**src/rtl/iteration_frame_writer.sv**
```systemverilog
// Burst consumer for the rendering engine: captures iteration words, colour-maps them
// into a FIFO and streams them to the pixel frame buffer through a valid/ready write port.
module iteration_frame_writer #(
  parameter int unsigned HBI            = 32,
  parameter int unsigned set_size       = 1,
  parameter int unsigned FIFO_DEPTH     = 16,
  parameter int unsigned max_iterations = 255
) (
  input  logic           CLK,
  input  logic           SYS_RESET,
  input  logic           start_frame,
  input  logic [20:0]    total_pixels,
  input  logic           ready,
  output logic           send_data,
  input  logic [HBI-1:0] data,
  input  logic           frame_ready,
  output logic           clear_frame,
  output logic           mem_we,
  output logic [20:0]    mem_addr,
  output logic [7:0]     mem_wdata,
  input  logic           mem_ready,
  output logic           frame_done,
  output logic           short_frame,
  output logic           busy
);

  localparam int unsigned AW = $clog2(FIFO_DEPTH);
  localparam int unsigned CW = AW + 1;
  localparam int unsigned BW = $clog2(set_size + 1);

  typedef enum logic [2:0] {S_IDLE, S_REQUEST, S_CAPTURE, S_DRAIN, S_DONE} state_t;

  state_t          r_state, w_state_nxt;
  logic [20:0]     r_total;
  logic [20:0]     r_wr_cnt;
  logic [21:0]     r_req_cnt;
  logic [BW-1:0]   r_burst_cnt;
  logic            r_send_data, r_frame_done, r_clear_frame, r_short, r_busy, r_mem_we;
  logic [7:0]      r_mem [FIFO_DEPTH];
  logic [AW-1:0]   r_wptr, r_rptr;
  logic [CW-1:0]   r_count, w_count_nxt;

  logic w_cap, w_push, w_pop, w_room, w_frame_end, w_more, w_start, w_last_word, w_set_short;

  function automatic logic [7:0] f_colour(input logic [HBI-1:0] w);
    if (w >= HBI'(max_iterations))  return 8'h00;
    else if (w > HBI'(255))         return 8'hFF;
    else                            return w[7:0];
  endfunction

  // The first CAPTURE cycle is the send_data handshake; words arrive on the following edges.
  assign w_cap       = (r_state == S_CAPTURE) && !r_send_data;
  assign w_push      = w_cap && (r_req_cnt < {1'b0, r_total});
  assign w_pop       = r_mem_we && mem_ready;
  assign w_room      = (CW'(FIFO_DEPTH) - r_count) >= CW'(set_size);
  assign w_frame_end = (r_wr_cnt == r_total);
  assign w_more      = r_req_cnt < {1'b0, r_total};
  assign w_start     = (r_state == S_IDLE) && start_frame;
  assign w_last_word = w_cap && (r_burst_cnt == BW'(set_size - 1));
  assign w_set_short = (r_state == S_DRAIN) && !w_frame_end && (r_count == '0);

  always_comb begin
    w_count_nxt = r_count;
    case ({w_push, w_pop})
      2'b10:   w_count_nxt = r_count + CW'(1);
      2'b01:   w_count_nxt = r_count - CW'(1);
      default: w_count_nxt = r_count;
    endcase
  end

  // Next-state logic; frame end beats a new request, no requests past the last pixel.
  always_comb begin
    w_state_nxt = r_state;
    case (r_state)
      S_IDLE:    if (start_frame) w_state_nxt = (total_pixels == 21'd0) ? S_DONE : S_REQUEST;
      S_REQUEST: begin
        if (w_frame_end)                   w_state_nxt = S_DONE;
        else if (ready && w_room && w_more) w_state_nxt = S_CAPTURE;
        else if (frame_ready && !ready)    w_state_nxt = S_DRAIN;
      end
      S_CAPTURE: if (w_last_word) w_state_nxt = S_REQUEST;
      S_DRAIN:   if (w_frame_end || (r_count == '0)) w_state_nxt = S_DONE;
      S_DONE:    w_state_nxt = S_IDLE;
      default:   w_state_nxt = S_IDLE;
    endcase
  end

  always_ff @(posedge CLK or posedge SYS_RESET) begin
    if (SYS_RESET) begin
      r_state       <= S_IDLE;
      r_total       <= '0;
      r_wr_cnt      <= '0;
      r_req_cnt     <= '0;
      r_burst_cnt   <= '0;
      r_send_data   <= 1'b0;
      r_frame_done  <= 1'b0;
      r_clear_frame <= 1'b0;
      r_short       <= 1'b0;
      r_busy        <= 1'b0;
      r_mem_we      <= 1'b0;
      r_wptr        <= '0;
      r_rptr        <= '0;
      r_count       <= '0;
    end else begin
      r_state       <= w_state_nxt;
      r_send_data   <= (r_state == S_REQUEST) && (w_state_nxt == S_CAPTURE);
      r_frame_done  <= (w_state_nxt == S_DONE);
      r_clear_frame <= (w_state_nxt == S_DONE);
      r_busy        <= (w_state_nxt == S_REQUEST) || (w_state_nxt == S_CAPTURE) ||
                       (w_state_nxt == S_DRAIN);
      r_count       <= w_count_nxt;
      r_mem_we      <= (w_count_nxt != '0);
      if (w_push) r_wptr <= r_wptr + AW'(1);
      if (w_pop)  r_rptr <= r_rptr + AW'(1);
      if (w_start) r_total <= total_pixels;

      if (w_start)    r_wr_cnt <= '0;
      else if (w_pop) r_wr_cnt <= r_wr_cnt + 21'd1;

      if (w_start)    r_req_cnt <= '0;
      else if (w_cap) r_req_cnt <= r_req_cnt + 22'd1;

      if (w_start)          r_burst_cnt <= '0;
      else if (w_last_word) r_burst_cnt <= '0;
      else if (w_cap)       r_burst_cnt <= r_burst_cnt + BW'(1);

      if (w_start)          r_short <= 1'b0;
      else if (w_set_short) r_short <= 1'b1;
    end
  end

  // Storage needs no reset: pointers and count define validity.
  always_ff @(posedge CLK) begin
    if (w_push) r_mem[r_wptr] <= f_colour(data);
  end

  assign send_data   = r_send_data;
  assign clear_frame = r_clear_frame;
  assign frame_done  = r_frame_done;
  assign short_frame = r_short;
  assign busy        = r_busy;
  assign mem_we      = r_mem_we;
  assign mem_addr    = r_wr_cnt;
  assign mem_wdata   = r_mem_we ? r_mem[r_rptr] : 8'h00;

endmodule

```
**config.mk**
```make
export PLATFORM = sky130hd
export DESIGN_NAME = iteration_frame_writer
export DESIGN_NICKNAME = d
export VERILOG_FILES = /design/src/rtl/iteration_frame_writer.sv
export SDC_FILE = /design/constraint.sdc
export NUM_CORES = 1
export LEC_CHECK = 0
export CAP_MARGIN = 0
export CORE_AREA = 2 2 137 139
export CTS_CLUSTER_DIAMETER = 150
export DETAILED_ROUTE_END_ITERATION = 6
export DIE_AREA = 0 0 139 141
export PLACE_DENSITY = 0.83
export SLEW_MARGIN = 0
export SYNTH_ARGS = -nofsm -noshare
export SYNTH_HDL_FRONTEND = slang
export SYNTH_SLANG_ARGS = --single-unit
```
**constraint.sdc**
```tcl
create_clock -name CLK -period 4.7 [get_ports CLK]
set_input_delay 0.94 -clock CLK [delete_from_list [all_inputs] [get_ports CLK]]
set_output_delay 0.94 -clock CLK [all_outputs]
set_load 0.01 [all_outputs]
```
==> impl_metrics.csv <==
group,metric,value,unit
pwr,ir_drop,0.4170,mV
detailed_routing,drt_iter0_drc,496,
sta,drv_slew,0,
detailed_routing,drcViolationCount,0,
setup_path,worst-path-stages,5,
sta,setup_ws,0.6725,ns
logic_synthesis,synth_ff_type,"edfxtp_1",
setup_path,cp_max_fo,24,
logic_synthesis,syn_inst,725,
global_route,grt-ovfl-total,0,
global_route,grt_pass1_wl,35420,um
setup_path,path_common_cell,"mux4_2",
final_layout,final_core_util,64.47,%
cts,clock_sinks,214,
global_route,antenna_found_initial,0,
floorplanning,dieArea,19600,sq um
sta,rsz0062_at_grt,"false",
global_route,grt_pass1_vias,6518,
cts,cts_tree,"yes",
logic_synthesis,async_reset_ff_share,40.19,%
hold_path,hp-class,"reg -> reg",
setup_path,r2r_cells,16,
final_layout,drive_above_1_share,11.30,%
detailed_routing,wl,22040,um
logic_synthesis,synth-seq-cells,214,
final_layout,nets,919,
floorplanning,pin_count,94,
sta,max_slew_margin,49.22,%
sta,whs,0.5310,ns
cts,cts_setup_buffers,0,
final_layout,n_fill_cell,1293,
setup_path,crit_type,"reg -> out",
setup_path,worstPathRequired,3.76,ns
detailed_routing,num_vias,6234,
setup_path,rr_endpoint,"mem_we",
detailed_routing,via_per_inst,5.799,
cts,clockBufferDepth,3,
logic_synthesis,syn_nets,819,
placed_design,dp_hpwl,14920,um
placed_design,port_buffers,93,
run_status,status,"completed",
hold_path,holdPathEnd,"short_frame",
logic_synthesis,yosys_warnings,0,
sta,period_needed,4.027,ns
final_layout,final_cell_mix,"edfxtp_1, clkdlybuf4s50_1, dfrtp_1",
sta,period_share,85.69,%
sta,hold_viol,0,
logic_synthesis,synth_area_leaders,"edfxtp_1, dfrtp_1, mux4_2",
cts,cts_hold_buffers,0,
floorplanning,die_w,139,um
cts,cts-resized-gates,0,
sta,max_freq,248.3,MHz
pwr,power_density,524.7,nW/um^2
placed_design,gp_congestion,0.8383,
hold_path,hold_path_depth,2,
cts,h-tree-depth,1,
cts,cts.clk_slew.worst_paths,0.06,ns
logic_synthesis,synth.cell_area,9856,sq um
logic_synthesis,yosys.area.top_type,"edfxtp_1",
sta,fin_tns_setup,0,ns
detailed_routing,drtAntennaViolNets,0,
cts,numCtsBuffers,22,
detailed_routing,dr.pass1.iters,5,
floorplanning,num_rows,50,
detailed_routing,routedWlPerCell,20.50,um
setup_path,start_kind,"flop",
sta,setup_viol,0,
logic_synthesis,syn_area_per_cell,13.59,sq um
setup_path,r2r_slack,0.95,ns
setup_path,r2r-start,"r_req_cnt[19]",
setup_path,critical-path-max-stage-delay,0.62,ns
sta,fin_skew,0.01017,ns
setup_path,crit_buf_inv,2,
floorplanning,start_util,53.95,%
cts,clkLatencyLatePin,0.50,ns
logic_synthesis,synth.distinct_cells,50,
final_layout,mostFrequentLayoutCell,"edfxtp_1",
cts,clockRootBuffer,"clkbuf_16",
pwr,p_leak,0.004758,uW
placed_design,place_ws,0.9504,ns
setup_path,endpoint_kind,"output pin",
setup_path,critPathArrivalTime,3.09,ns
final_layout,area_delta_synth_final,19.49,%
job,maxCapViolations,0,
global_route,grt_max_degree,83,
logic_synthesis,synth-edff-count,128,
floorplanning,core_area,18270,sq um
floorplanning,die_height,141,um
setup_path,cp_cell_sequence,"buf_12, mux4_2, mux4_2, and2_1, clkdlybuf4s50_1",
setup_path,critical_path.top_delay_family,"multiplexers",
hold_path,worstHoldStart,"short_frame",
logic_synthesis,synth_top_area_share,39.00,%
logic_synthesis,synth_seq_area_share,60.84,%
setup_path,cpMaxStageDelayCell,"dfrtp_2",
global_route,grt_use_total,23.12,%
final_layout,antennaDiodeCount,0,
sta,worstMarginPinSlew,0.7617,ns
## state kept, by name, summed over array words and instances (netlist names)
signal and count:
clear_frame 1, r_burst_cnt 1, mem_we 1, send_data 1
short_frame 1, r_req_cnt 22, r_mem 128, r_rptr 4
r_total 21, r_wptr 4, r_state 3, r_count 5
busy 1, mem_addr 21
## layout make-up
type | count | area (sq um) | area share (%)
Clock buffer | 31 | 635.6 | 5.397
Clock inverter | 9 | 100.1 | 0.8500
Inverter | 33 | 125.1 | 1.062
Multi-Input combinational cell | 455 | 3625 | 30.78
Sequential cell | 214 | 5997 | 50.92
Tap cell | 234 | 292.8 | 2.486
Timing Repair Buffer | 99 | 1001 | 8.500
## worst register-to-register path, cell delays in order, from the launching register on
cell	delay, ns
dfrtp_1	0.42
ha_1	0.35
nand4b_4	0.13
nor4_1	0.36
nand2_1	0.10
o211ai_2	0.33
nor2_1	0.07
buf_4	0.18
inv_1	0.06
ha_1	0.28
ha_1	0.28
a21o_1	0.17
a21oi_1	0.17
xnor2_1	0.09
mux2_2	0.27
nor4_1	0.28
nand2b_1	0.08
## cells in the mapped netlist, drive strengths merged (4+ instances only)
master and n:
edfxtp 128, dfrtp 86, nand2 61, nor2 54
mux4 40, o21ai 39, xnor2 36, ha 34
inv 32, xor2 30, and2 22, nand4 22
and3 20, a21oi 19, clkbuf 16, nand3 14
nor4 13, nor3 8, buf 7, nand2b 6
or3 5, and4 4
## routing by layer
layer | track usage (%) | up-vias | routed length [um] | share of wire (%)
met5 | 0 | - | 0 | 0
met4 | 7.390 | 0 | 541 | 2.5
met3 | 4.076 | 41 | 1419 | 6.4
met2 | 39.59 | 225 | 11200 | 51
met1 | 30.46 | 3113 | 8875 | 40
li1 | - | 2855 | - | -
## power by group
part | leakage (uW) | switching, uW | internal, uW
registers | 0.00252 | 354 | 2230
clock network | 0.000361 | 700 | 1050
logic | 0.00187 | 913 | 924
total | 0.00476 | 1970 | 4210
## worst max-delay path by stage
stage	from	to
2_1_floorplan	r_req_cnt[19]	mem_we
3_3_place_gp	r_req_cnt[19]	mem_we
3_5_place_dp	r_req_cnt[19]	mem_we
4_1_cts	r_rptr[0]	mem_wdata[2]
5_1_grt	r_rptr[0]	mem_wdata[2]
6_report	r_rptr[0]	mem_wdata[2]
## kinds of logic (layout without fill, tap and decap cells)
group	Yosys count	after routing	share of synthesized area [%]
compound gates	72	72	4.100
xor+xnor	66	66	5.865
buf+inv	56	172	2.450
simple gates	239	239	12.75
flops	214	214	60.84
mux	43	43	9.483
fa+ha+maj	35	35	4.520
## per-stage QoR
stage          instance area, sq um  power (uW)  cells
6_report                      11780        6179   1075
5_1_grt                       11780        6516   1075
4_1_cts                       11780        6205   1075
3_5_place_dp                  11040        4444   1035
3_3_place_gp                  11040        4368   1035
2_1_floorplan                  9856        3840    725
No activity file was read; power rests on OpenSTA's default activity.
